$ cat src/rtl/jk_counter_bank.sv
`default_nettype none
// ============================================================================
// jk_counter_bank : WIDTH-bit JK flip-flop bank with hold/JK/up/down modes,
//                   clock enable, programmable modulus and registered wrap pulse
// Revision 1.0
// ============================================================================
module jk_counter_bank #(
  parameter int unsigned WIDTH       = 4,
  parameter int unsigned MAX_COUNT   = 9,
  parameter int unsigned RESET_VALUE = 0
) (
  input  logic             clk_i,
  input  logic             rst_i,
  input  logic             en_i,
  input  logic [1:0]       mode_i,
  input  logic [WIDTH-1:0] j_i,
  input  logic [WIDTH-1:0] k_i,
  output logic [WIDTH-1:0] q_o,
  output logic [WIDTH-1:0] qn_o,
  output logic             terminal_o,
  output logic             wrap_o
);

  typedef enum logic [1:0] {
    MODE_HOLD = 2'b00,
    MODE_JK   = 2'b01,
    MODE_UP   = 2'b10,
    MODE_DOWN = 2'b11
  } mode_e;

  localparam logic [WIDTH-1:0] C_MAX   = WIDTH'(MAX_COUNT);
  localparam logic [WIDTH-1:0] C_RESET = WIDTH'(RESET_VALUE);
  localparam logic [WIDTH-1:0] C_ZERO  = '0;
  localparam logic [WIDTH-1:0] C_ONE   = WIDTH'(1);

  logic [WIDTH-1:0] q_q, q_d;
  logic             wrap_q, wrap_d;
  mode_e            w_mode;

  assign w_mode = mode_e'(mode_i);

  always_ff @(posedge clk_i or posedge rst_i) begin
    if (rst_i) begin
      q_q    <= C_RESET;
      wrap_q <= 1'b0;
    end else begin
      q_q    <= q_d;
      wrap_q <= wrap_d;
    end
  end

  always_comb begin
    q_d    = q_q;
    wrap_d = 1'b0;
    if (en_i) begin
      case (w_mode)
        MODE_JK: q_d = (j_i & ~q_q) | (~k_i & q_q);
        MODE_UP: begin
          // Out-of-range values snap back to zero without signalling a wrap
          if (q_q < C_MAX) begin
            q_d = q_q + C_ONE;
          end else begin
            q_d    = C_ZERO;
            wrap_d = (q_q == C_MAX);
          end
        end
        MODE_DOWN: begin
          if (q_q == C_ZERO) begin
            q_d    = C_MAX;
            wrap_d = 1'b1;
          end else if (q_q > C_MAX) begin
            q_d = C_MAX;
          end else begin
            q_d = q_q - C_ONE;
          end
        end
        default: q_d = q_q;
      endcase
    end
  end

  assign q_o        = q_q;
  assign qn_o       = ~q_q;
  assign wrap_o     = wrap_q;
  assign terminal_o = ((w_mode == MODE_UP) && (q_q == C_MAX)) ||
                      ((w_mode == MODE_DOWN) && (q_q == C_ZERO));

endmodule
`default_nettype wire

$ cat config.mk
export PLATFORM = sky130hd
export DESIGN_NAME = jk_counter_bank
export DESIGN_NICKNAME = d
export VERILOG_FILES = /design/src/rtl/jk_counter_bank.sv
export SDC_FILE = /design/constraint.sdc
export NUM_CORES = 1
export LEC_CHECK = 0
export ABC_AREA = 1
export CORE_MARGIN = 3
export CORE_UTILIZATION = 34
export DETAILED_ROUTE_END_ITERATION = 10
export PLACE_DENSITY = 0.66
export SETUP_SLACK_MARGIN = 0.2
export SLEW_MARGIN = 15
export SYNTH_ARGS = -nofsm -noshare
export SYNTH_HDL_FRONTEND = slang
export SYNTH_SLANG_ARGS = --single-unit
$ cat constraint.sdc
create_clock -name clk_i -period 1.5 [get_ports clk_i]
set_input_delay 0.225 -clock clk_i [delete_from_list [all_inputs] [get_ports clk_i]]
set_output_delay 0.225 -clock clk_i [all_outputs]
set_load 0.05 [all_outputs]
==> Implementation_results.wiki <==
{| class="wikitable"
! Metric !! Value
|-
| Via count normalized by instance count || 5.10
|-
| Post-Synthesis Cell Area || 541 sq um
|-
| Yosys warning count || 0
|-
| Die X-Extent || 45.9 um
|-
| Chip height || 45.9 um
|-
| Critical path start-end classification || reg -> out
|-
| Period Utilization, post-route || 1.09
|-
| CTS Root Cell || clkbuf_4
|-
| IO Port Bufs || 22
|-
| Area share of the leading cell type in the synthesized netlist || 0.231
|-
| Non-Filler Cell Area, Final || 1100 sq um
|-
| Tot Pwr || 1.65 mW
|-
| Power share of the sequential group || 0.138
|-
| Switching power summed over all nets || 0.780 mW
|-
| Post-route non-filler standard cell count || 139
|-
| Combinational share of power || 0.762
|-
| Area of the core region || 1400 sq um
|-
| Wire length per cell || 13.2 um
|-
| Number of buffers on the longest clock path || 2
|-
| Biggest area contributors in the synthesized netlist || dfrtp_1 (23%), nand2_1 (15%), ha_1 (6.9%)
|-
| Worst vdd rail ir drop || 1.19 mV
|-
| Final GP Congestion || 0.927
|-
| Number of search-and-repair iterations in the first detailed-routing pass || 4
|-
| Data arrival time of the worst path || 1.41 ns
|-
| Total number of vias || 709
|-
| Measured slew at the worst slew-check pin || 0.227 ns
|-
| Total number of clock tree sinks || 5
|-
| Half-perimeter wire length of the detailed placement result || 1330 um
|-
| Worst clock skew on the final layout || 0.00688 ns
|-
| Sequential-to-total area share from yosys stat || 0.231
|-
| Setup WS post-layout || -0.134 ns
|-
| Total Routed Length || 1830 um
|-
| Die outline area || 2100 sq um
|-
| Summed negative setup slack over all endpoints || -0.223 ns
|-
| Post-Synthesis Mean Instance Area || 6.67 sq um
|-
| TritonCTS clock tree || built
|-
| Routed Antenna Nets || 0
|-
| Worst-skew pair later-pin latency || 0.25 ns
|-
| Internal Dissipation || 0.866 mW
|-
| Type of the worst min-delay path || in -> async
|-
| Result of the run || finished with violations
|-
| Post-route core utilization || 0.785
|-
| Net count of the mapped netlist || 97
|-
| Slew HR || 0.848
|-
| Switching part of the total || 0.474
|-
| Number of DRC markers in iteration 0 || 20
|-
| Post-layout nets || 141
|-
| Area Overhead vs Synth || 103%
|-
| Total cell area at the placement stage || 978 sq um
|-
| Final period demand of the worst path || 1.63 ns
|-
| Startpoint Class || flop
|-
| Clock share of power || 0.101
|-
| Biggest fanout along the worst timing path || 3
|-
| Cell accounting for the most synthesized area || dfrtp_1
|-
| Via count of the first global-routing pass || 686
|-
| First-pass GRT wire length || 2810 um
|-
| Number of endpoints with negative hold slack in the final report || 0
|-
| Endpoints failing setup || 4
|-
| FMAX || 612 MHz
|-
| Antenna fix cells || 0
|-
| Site Rows || 13
|-
| I/O pin total || 23
|-
| Max-Cap Viols || 0
|-
| Endpoint class of the critical path || primary output
|-
| Unrepaired setup endpoints after global routing || true
|-
| DR DRC count || 0
|-
| Power density over the cells || 1500 nW/um^2
|-
| Leakage power of the design || 0.513 nW
|-
| Number of synthesized register bits || 5
|-
| H-tree depth || 1
|-
| CTS buffer count || 3
|-
| Starting Density || 0.386
|-
| Max-slew violation total from the final report || 0
|-
| Global routing usage summed across all routing layers || 0.184
|-
| Ratio of cells with drive above 1 in the final layout || 0.500
|-
| Clock-pin slew on the worst setup and hold paths || 0.05 ns
|-
| Number of antenna violations at the first check in global routing || 0
|-
| Cell count after synthesis || 81
|-
| Global-route congestion overflow total || 0
|-
| Violated checks || negative setup slack
|-
| Worst endpoint required time || 1.27 ns
|-
| Number of placed cells counting well taps || 130
|-
| Post-synthesis cell type count || 23
|-
| Maximum number of pins on one net before global-route repair || 9
|}
## sequential cells by signal (all words and copies together) (netlist names)
register and cells:
wrap_o 1, q_o 4
## cell type report
type	count	area (sq um)
inverter	14	63.8
tap	15	18.8
sequential	5	129
multi-input combinational	61	407
fill	105	300
clock buffer	4	26.3
timing repair buffer	40	454
## power groups by stage
stage	combinational [mW]	clock [mW]	sequential [mW]
after global routing	1.33	0.182	0.231
after global placement	1.09	0	0.229
final	1.25	0.166	0.227
after CTS	1.18	0.168	0.231
after detailed placement	1.11	0	0.226
after floorplan	0.484	0	0.341
## routing by layer
metal	track usage	vias to the layer above	share of wire
li1	-	348	-
met1	0.200	317	0.41
met2	0.310	36	0.48
met3	0.0593	8	0.080
met4	0.102	0	0.027
met5	0	-	0
## cell usage in the layout (no fill, tap or decap), types with 3 or more instances in the layout
master | synthesis | routed
buf_12 | 0 | 9
clkbuf_4 | 0 | 3
inv_2 | 3 | 4
nor2_2 | 2 | 3
clkdlybuf4s50_1 | 0 | 12
nand3_2 | 2 | 5
o21ai_1 | 5 | 4
nor2_1 | 8 | 7
inv_1 | 8 | 5
nand2_1 | 21 | 19
buf_6 | 1 | 3
a21oi_2 | 1 | 3
buf_4 | 0 | 16
nand3_1 | 6 | 3
dfrtp_2 | 0 | 3
## cell families (layout without fill, tap and decap cells)
| group | after synthesis | after routing | synth area share |
|---|---|---|---|
| AND/OR/NAND/NOR | 44 | 44 | 0.400 |
| XOR/XNOR | 1 | 1 | 0.0162 |
| flip-flops | 5 | 5 | 0.231 |
| adder cells (fa/ha/maj) | 3 | 3 | 0.0695 |
| AO/OA/AOI/OAI | 13 | 13 | 0.157 |
| buffers and inverters | 15 | 58 | 0.125 |
## synth_stat cells
| cell type | instances |
|---|---|
| a21oi_1 | 4 |
| a21oi_2 | 1 |
| a21oi_4 | 1 |
| buf_6 | 1 |
| clkinv_1 | 1 |
| clkinv_2 | 1 |
| dfrtp_1 | 5 |
| ha_1 | 3 |
| inv_1 | 8 |
| inv_2 | 3 |
| inv_4 | 1 |
| nand2_1 | 21 |
| nand2_4 | 2 |
| nand3_1 | 6 |
| nand3_2 | 2 |
| nand4_1 | 2 |
| nor2_1 | 8 |
| nor2_2 | 2 |
| nor3_2 | 1 |
| o211ai_1 | 1 |
| o21a_1 | 1 |
| o21ai_1 | 5 |
| xnor2_1 | 1 |
## what timing repair did
item,in CTS,in global routing
resized for setup,11,4
endpoints found under the setup margin,7,9
pin swaps,14,8
hold endpoints to repair,0,0
hold buffers,0,0
buffers inserted,2,3
## stage by stage
step	setup WS (ns)	hold WS (ns)
floorplan	-0.390	0.00338
global placement	-0.0497	0.428
detailed placement	-0.0668	0.441
CTS	-0.144	0.176
global route	-0.191	0.179
finish	-0.134	0.171
## final timing paths
| path | startpoint | end | slack [ns] | depth (start not counted) |
|---|---|---|---|---|
| min in group clk_i | en_i | wrap_o | 0.59 | 3 |
| setup / recovery | q_o[1] | terminal_o | -0.13 | 6 |
| max in group asynchronous | rst_i | q_o[3] | 1.13 | 2 |
| hold / removal | rst_i | q_o[0] | 0.17 | 2 |
| setup reg to reg | q_o[1] | q_o[1] | -0.05 | 10 |
| hold reg to reg | q_o[1] | q_o[1] | 0.69 | 3 |
## worst max-delay path: stages, from the launching register on
cell	delay [ns]
dfrtp_2	0.42
clkinvlp_4	0.12
ha_4	0.13
nand3_2	0.10
o21a_1	0.19
inv_2	0.06
buf_12	0.13
No activity file was read; power rests on OpenSTA's default activity.
